File: src/rtl/rr_index_arbiter_8.sv
// Eight-way round-robin arbiter with a registered grant index,
// a hold limit and a forced one-cycle gap between grants.
module rr_index_arbiter_8 #(
    parameter int HOLD_MAX = 15,
    parameter int CNT_W    = $clog2(HOLD_MAX + 1)
) (
    input  logic       clk,
    input  logic       rst_n,
    input  logic [7:0] req_i,
    input  logic       release_i,
    output logic       grant_valid_o,
    output logic [2:0] grant_idx_o,
    output logic       timeout_o
);

    typedef enum logic {
        IDLE  = 1'b0,
        GRANT = 1'b1
    } state_t;

    localparam logic [CNT_W-1:0] CNT_MAX = CNT_W'(HOLD_MAX);

    state_t           state_q, state_d;
    logic [2:0]       ptr_q, ptr_d;
    logic [2:0]       idx_q, idx_d;
    logic [CNT_W-1:0] cnt_q, cnt_d;
    logic             to_q, to_d;

    logic [2:0]       win_idx;
    logic [2:0]       cand;
    logic             any_req;
    logic             owner_req;
    logic             at_limit;

    // Walk from the lowest-priority slot back to ptr so the last
    // hit, i.e. the first in round-robin order, is what remains.
    always_comb begin
        win_idx = ptr_q;
        cand    = '0;
        for (int i = 7; i >= 0; i--) begin
            cand = ptr_q + 3'(i);
            if (req_i[cand]) begin
                win_idx = cand;
            end
        end
    end

    assign any_req   = |req_i;
    assign owner_req = req_i[idx_q];
    assign at_limit  = (cnt_q == CNT_MAX);

    always_comb begin
        state_d = state_q;
        ptr_d   = ptr_q;
        idx_d   = idx_q;
        cnt_d   = cnt_q;
        to_d    = 1'b0;
        unique case (state_q)
            IDLE: begin
                if (any_req) begin
                    idx_d   = win_idx;
                    cnt_d   = CNT_W'(1);
                    state_d = GRANT;
                end
            end
            GRANT: begin
                if (release_i || !owner_req || at_limit) begin
                    to_d    = !release_i && owner_req && at_limit;
                    ptr_d   = idx_q + 3'd1;
                    cnt_d   = '0;
                    state_d = IDLE;
                end else begin
                    cnt_d = cnt_q + CNT_W'(1);
                end
            end
            default: begin
                state_d = IDLE;
            end
        endcase
    end

    always_ff @(posedge clk or negedge rst_n) begin
        if (!rst_n) begin
            state_q <= IDLE;
            ptr_q   <= '0;
            idx_q   <= '0;
            cnt_q   <= '0;
            to_q    <= 1'b0;
        end else begin
            state_q <= state_d;
            ptr_q   <= ptr_d;
            idx_q   <= idx_d;
            cnt_q   <= cnt_d;
            to_q    <= to_d;
        end
    end

    assign grant_valid_o = (state_q == GRANT);
    assign grant_idx_o   = idx_q;
    assign timeout_o     = to_q;

endmodule

File: config.mk
export PLATFORM = sky130hd
export DESIGN_NAME = rr_index_arbiter_8
export DESIGN_NICKNAME = d
export VERILOG_FILES = /design/src/rtl/rr_index_arbiter_8.sv
export SDC_FILE = /design/constraint.sdc
export NUM_CORES = 1
export LEC_CHECK = 0
export ABC_AREA = 1
export ABC_CLOCK_PERIOD_IN_PS = 2600
export BUFFER_PORTS_ARGS = -buffer_cell sky130_fd_sc_hd__buf_2
export CAP_MARGIN = 40
export CORE_AREA = 2 2 43 64
export CTS_CLUSTER_SIZE = 25
export DETAILED_ROUTE_END_ITERATION = 10
export DIE_AREA = 0 0 45 66
export PLACE_DENSITY = 0.83
export SETUP_SLACK_MARGIN = 0.02
export SYNTH_ARGS = -nofsm -noshare
export SYNTH_HDL_FRONTEND = slang
export SYNTH_SLANG_ARGS = --single-unit
File: constraint.sdc
create_clock -name clk -period 2.6 [get_ports clk]
set_input_delay 0.13 -clock clk [delete_from_list [all_inputs] [get_ports clk]]
set_output_delay 0.13 -clock clk [all_outputs]
set_load 0.03 [all_outputs]
==> flow_summary.ini, run 1 <==
[status]
run_status = completed

[clock_network]
path_clk_slew_ns = 0.07
worstSkewPairLatency_ns = 0.27
cts_tree = yes
postCtsResizedCells = 0
cts_setup_buffers = 0
htreeDepth = 1
clockRootBuffer = clkbuf_4
numCtsBuffers = 3
cts_num_sinks = 12
cts_buffer_depth = 2

[drt]
vias = 1358
via_per_inst = 5.52
drc = 0
ant_nets = 0
totalWireLength_mm = 3.20
dr.pass1.iters = 4
wl_per_cell_um = 13.0
drt_iter0_drc = 27

[sta]
hold_viol = 0
fmax_mhz = 471
post-route-min-period_ns = 2.12
period_share_pct = 81.7
max_slew.worst_pin.slew_ns = 0.405
rsz0062_at_grt = no
clock_skew_ns = 0.00175
relSlewSlack_pct = 73.0
maxSlewViolCount = 0
finalSetupTns_ns = 0
finalSetupViolCount = 0

[synth]
synthTopCellsByArea = dfrtp_1, nand2_1, nand3_1, nand3_2, inv_1
async_flop_share_pct = 100
ys_top_cells_by_count = nand2_1, nand3_1, inv_1
synth_top_area_share_pct = 22.5
synth_most_common_cell = nand2_1
yosys_warnings = 0
synth_cell_types = 26
synth.avg_cell_area_um2 = 6.54
syn-cell-area_um2 = 1340
syn_inst = 204
synth-main-ff-cell = dfrtp_1
ys_ff_latch = 12
synth_seq_area_share_pct = 22.5
synth_fp_nets = 219
yosysTopAreaCell = dfrtp_1
synth_edf_count = 0

[setup_path]
reg2reg_to = grant_idx_o[0]
crit_buf_inv = 2
end_kind = flop
slowest_delay_ns = 0.42
endpoint = grant_idx_o[0]
arrival_ns = 2.29
crit_path_start = ptr_q[0]
cp_common_cell = nand2_1
critPathRequiredTime_ns = 2.77
cp_max_fo = 11
path_class = flop to flop
cp_cell_sequence = inv_6 -> ha_1 -> inv_2 -> nand3_1 -> nand3_2 -> nand2_2 -> nand2_1 -> nand2_1 -> nand2_1 -> nand2_1 -> nand2_1 -> nand2_1 -> nand2_1 -> nand2_1 -> nand3_1 -> nand2_1
reg2reg_slack_ns = 0.48
cp.depth = 16
reg2reg_depth = 16
reg2reg_from = ptr_q[0]
crit_family = simple AND/OR/NAND/NOR gates
start_kind = flop
crit_slowest_cell = dfrtp_1

[die]
fp.dieH_um = 66
die-width_um = 45
fp.coreArea_um2 = 2420
rows = 22
die_area_um2 = 2970
top_level_ports = 16
initial_core_util_pct = 55.1

[cells_and_area]
register_area_um2 = 300
nets = 238
n_antenna_cell = 0
drive_gt1_share_pct = 24.3
nFillCells = 240
multiInputGateArea_um2 = 890
syn_to_final_growth_pct = 8.72

[grt]
grt_usage_pct = 24.2
grt_max_degree = 13
antenna_found_initial = 0
overflow = 0
first_global_vias = 1275
grt_pass1_wl_mm = 5.32

[min_path]
hold_start = release_i
worstHoldPathType = input pin to flop

[placed_design]
io_buffers = 15
gp_congestion = 0.915
dp_hpwl_mm = 2.64

[flow_run]
maxCapViolCount = 0
-- cell usage in the layout (no fill, tap or decap), types with 2 or more instances in the layout --
cell and n:
nand3_2 12, a21oi_1 9, nand2_4 3, buf_4 2, dfrtp_1 12, o21ai_0 10
ha_1 4, inv_1 18, clkbuf_4 3, a31oi_1 2, buf_2 15, nor2_1 13
nand2_2 9, nand3_1 28, xnor2_1 3, inv_2 5, nor4_1 2, nand2_1 62
-- through the flow --
step | setup WS (ns) | std cells | hold WS, ns | cell area, um2 | utilization (%)
3_5_place_dp | 0.483 | 241 | 0.0229 | 1410 | 58.0
3_3_place_gp | 0.531 | 241 | 0.0191 | 1410 | 58.0
5_1_grt | 0.279 | 246 | 0.159 | 1450 | 59.9
4_1_cts | 0.464 | 246 | 0.144 | 1450 | 59.9
2_1_floorplan | 0.587 | 204 | -0.166 | 1340 | -
6_report | 0.477 | 246 | 0.145 | 1450 | 59.9
-- sequential cells by signal, summed over array words and instances, names as in the netlist --
register and flops:
cnt_q 4, grant_idx_o 3, timeout_o 1, ptr_q 3, grant_valid_o 1
-- how the worst min path moves through the flow --
stage / end / slack (ns) / cells after the start
after floorplan: cnt_q[0] / -0.17 / 0
after global placement: grant_idx_o[2] / 0.02 / 1
after detailed placement: grant_idx_o[2] / 0.02 / 1
after CTS: timeout_o / 0.14 / 4
after global routing: timeout_o / 0.16 / 4
final: timeout_o / 0.14 / 4
-- routing by layer --
metal  global-route usage [%]  vias up  routed length [um]
li1                         -      703                   -
met1                     26.3      615                1290
met2                     43.4       28                1660
met3                     1.64       12                  99
met4                     14.7        0                 141
met5                        0        -                   0
-- cells by family after synthesis --
group	Yosys count	synth area share, %
adder cells (fa/ha/maj)	4	3.75
XOR/XNOR	5	3.84
buffers and inverters	28	10.9
AO/OA/AOI/OAI	24	9.84
AND/OR/NAND/NOR	131	49.2
flip-flops	12	22.5
-- worst register-to-register path, stage by stage, from the launching register on --
cell and delay [ns]:
dfrtp_1 0.42, inv_6 0.09, ha_1 0.42, inv_2 0.15
nand3_1 0.15, nand3_2 0.13, nand2_2 0.06, nand2_1 0.06
nand2_1 0.04, nand2_1 0.05, nand2_1 0.04, nand2_1 0.05
nand2_1 0.06, nand2_1 0.09, nand2_1 0.08, nand3_1 0.08
nand2_1 0.05
-- final cells by class --
type                       instances  share of cell area [%]
sequential                        12                    20.7
clock buffer                       4                    2.50
multi-input combinational        164                    61.3
tap                               24                    2.07
timing repair buffer              18                    6.90
inverter                          24                    6.55
-- what timing repair did --
| item | 4_1_cts | 5_1_grt |
|---|---|---|
| hold buffers | 1 | 0 |
| setup endpoints to repair | 0 | 0 |
| hold endpoints to repair | 12 | 0 |
Power of run 1 is not shown: default switching activity piles up to over one toggle a cycle in this logic, so the estimate is an artifact.
==> inputs of run 2 (changes only) <==
--- a/config.mk
+++ b/config.mk
@@ -6,14 +6,14 @@
 export NUM_CORES = 1
 export LEC_CHECK = 0
 export ABC_AREA = 1
-export ABC_CLOCK_PERIOD_IN_PS = 2600
+export ABC_CLOCK_PERIOD_IN_PS = 1900
 export BUFFER_PORTS_ARGS = -buffer_cell sky130_fd_sc_hd__buf_2
 export CAP_MARGIN = 40
-export CORE_AREA = 2 2 43 64
+export CORE_AREA = 2 2 45 68
 export CTS_CLUSTER_SIZE = 25
 export DETAILED_ROUTE_END_ITERATION = 10
-export DIE_AREA = 0 0 45 66
-export PLACE_DENSITY = 0.83
+export DIE_AREA = 0 0 47 70
+export PLACE_DENSITY = 0.79
 export SETUP_SLACK_MARGIN = 0.02
 export SYNTH_ARGS = -nofsm -noshare
 export SYNTH_HDL_FRONTEND = slang
==> constraint.sdc (replaced) <==
create_clock -name clk -period 1.9 [get_ports clk]
set_input_delay 0.095 -clock clk [delete_from_list [all_inputs] [get_ports clk]]
set_output_delay 0.095 -clock clk [all_outputs]
set_load 0.03 [all_outputs]
==> flow_summary.ini, run 2 (same netlist as run 1, synthesis figures left out) <==
[status]
run_status = completed

[drt]
ant_nets = 0
drt_iter0_drc = 69
via_per_inst = 5.17
wl_per_cell_um = 13.4
dr.pass1.iters = 4
vias = 1396
totalWireLength_mm = 3.62
drc = 0

[die]
fp.dieH_um = 70
rows = 24
top_level_ports = 16
initial_core_util_pct = 48.3
fp.coreArea_um2 = 2760
die-width_um = 47
die_area_um2 = 3290

[cells_and_area]
nets = 247
final_common_cell = nand2_1
drive_gt1_share_pct = 33.8
largest-register = cnt_q
fin_area_um2 = 1660
final_cell_mix = nand2_1, nand3_1, inv_1
largest_reg_flops = 4
syn_to_final_growth_pct = 24.5
n_antenna_cell = 0

[setup_path]
cp_max_fo = 6
start_kind = flop
crit_buf_inv = 4
cp_common_cell = nand2_1
crit_slowest_cell = dfrtp_1
crit_family = simple AND/OR/NAND/NOR gates
critPathRequiredTime_ns = 2.02
path_class = flop to flop
slowest_delay_ns = 0.41
arrival_ns = 1.94
cp_cell_sequence = inv_2 -> ha_4 -> inv_6 -> nand3_2 -> nand2_2 -> inv_2 -> nand2_2 -> nand2_4 -> inv_2 -> nand2_1 -> nand2_1 -> nand2_1 -> nand2_1 -> nand2_2 -> nand2_1 -> nand2_1 -> nand3_1 -> nand2_1
end_kind = flop

[clock_network]
numCtsBuffers = 3
cts_tree = yes
path_clk_slew_ns = 0.05
htreeDepth = 1
cts_buffer_depth = 2
worstSkewPairLatency_ns = 0.23
clockRootBuffer = clkbuf_8
cts_num_sinks = 12

[sta]
relSlewSlack_pct = 79.5
timing.final.ws_setup_ns = 0.0794
finalSetupViolCount = 0
post-route-min-period_ns = 1.82
hold_viol = 0
maxSlewViolCount = 0
clock_skew_ns = 0.00168
max_slew.worst_pin.slew_ns = 0.307
finalSetupTns_ns = 0
whs_ns = 0.152
period_share_pct = 95.8
rsz0062_at_grt = yes
fmax_mhz = 549

[grt]
grt_usage_pct = 23.6
top_usage_layer = met2
overflow = 0
first_global_vias = 1357
met3_usage_pct = 0.775
grt_use_met2_pct = 42.5
use_met1_pct = 26.3
grt_max_degree = 13
antenna_found_initial = 0
grt_pass1_wl_mm = 5.76

[placed_design]
place_ws_ns = 0.0405
dpl_cell_area_um2 = 1470
dp_hpwl_mm = 2.90
gp_congestion = 0.947
io_buffers = 15

[min_path]
worstHoldPathType = input pin to flop

[flow_run]
maxCapViolCount = 0
## run 2: changes by cell type in the layout (fill, tap and decap cells not counted), moves of 3 or more
| cell | change |
|---|---|
| dfrtp_2 | +3 |
| nand2_1 | -3 |
| dfrtp_1 | -3 |
| buf_4 | +8 |
| clkbuf_8 | +3 |
| nand3_2 | +3 |
| nand3_1 | -5 |
| clkbuf_4 | -3 |
## run 2: area by class of cell
| cell class | count | area (um2) |
|---|---|---|
| Fill cell | 283 | 1100 |
| Clock buffer | 4 | 55.1 |
| Multi-Input combinational cell | 164 | 982 |
| Tap cell | 39 | 48.8 |
| Inverter | 24 | 100 |
| Timing Repair Buffer | 27 | 171 |
| Sequential cell | 12 | 304 |
## run 2: path summary, 6_finish.rpt
kind / endpoint / slack, ns / startpoint / depth (start not counted)
worst max-delay path: grant_idx_o[0] / 0.08 / ptr_q[1] / 18
worst min-delay path: timeout_o / 0.15 / release_i / 4
worst max register to register: grant_idx_o[0] / 0.08 / ptr_q[1] / 18
worst min register to register: cnt_q[0] / 0.54 / cnt_q[0] / 1
max in group asynchronous: grant_idx_o[0] / 1.40 / rst_n / 2
min in group asynchronous: timeout_o / 0.27 / rst_n / 2
## run 2: worst reg2reg max path, cell delays in order, from the launching register on
cell and delay (ns):
dfrtp_1 0.41, inv_2 0.07, ha_4 0.28, inv_6 0.10, nand3_2 0.08, nand2_2 0.07
inv_2 0.04, nand2_2 0.07, nand2_4 0.06, inv_2 0.04, nand2_1 0.04, nand2_1 0.05
nand2_1 0.05, nand2_1 0.07, nand2_2 0.06, nand2_1 0.05, nand2_1 0.04, nand3_1 0.06
nand2_1 0.06
## run 2: per-stage QoR
step | util, % | std cells
after CTS | 55.6 | 265
after global routing | 60.1 | 270
after detailed placement | 53.3 | 260
final | 60.1 | 270
after global placement | 53.3 | 260
after floorplan | - | 204
## run 2: routing by layer
metal	wire length, um	vias to the layer above
li1	-	722
met1	1350	628
met2	2050	33
met3	92	13
met4	129	0
met5	0	-
## run 2: what timing repair did
item                                    CTS  global route
resized for setup                         0            21
endpoints found under the hold margin    12             0
hold buffers                              1             0
endpoints found under the setup margin    0             7
buffers inserted                          0             5
Power of run 2 is left out for the same reason.
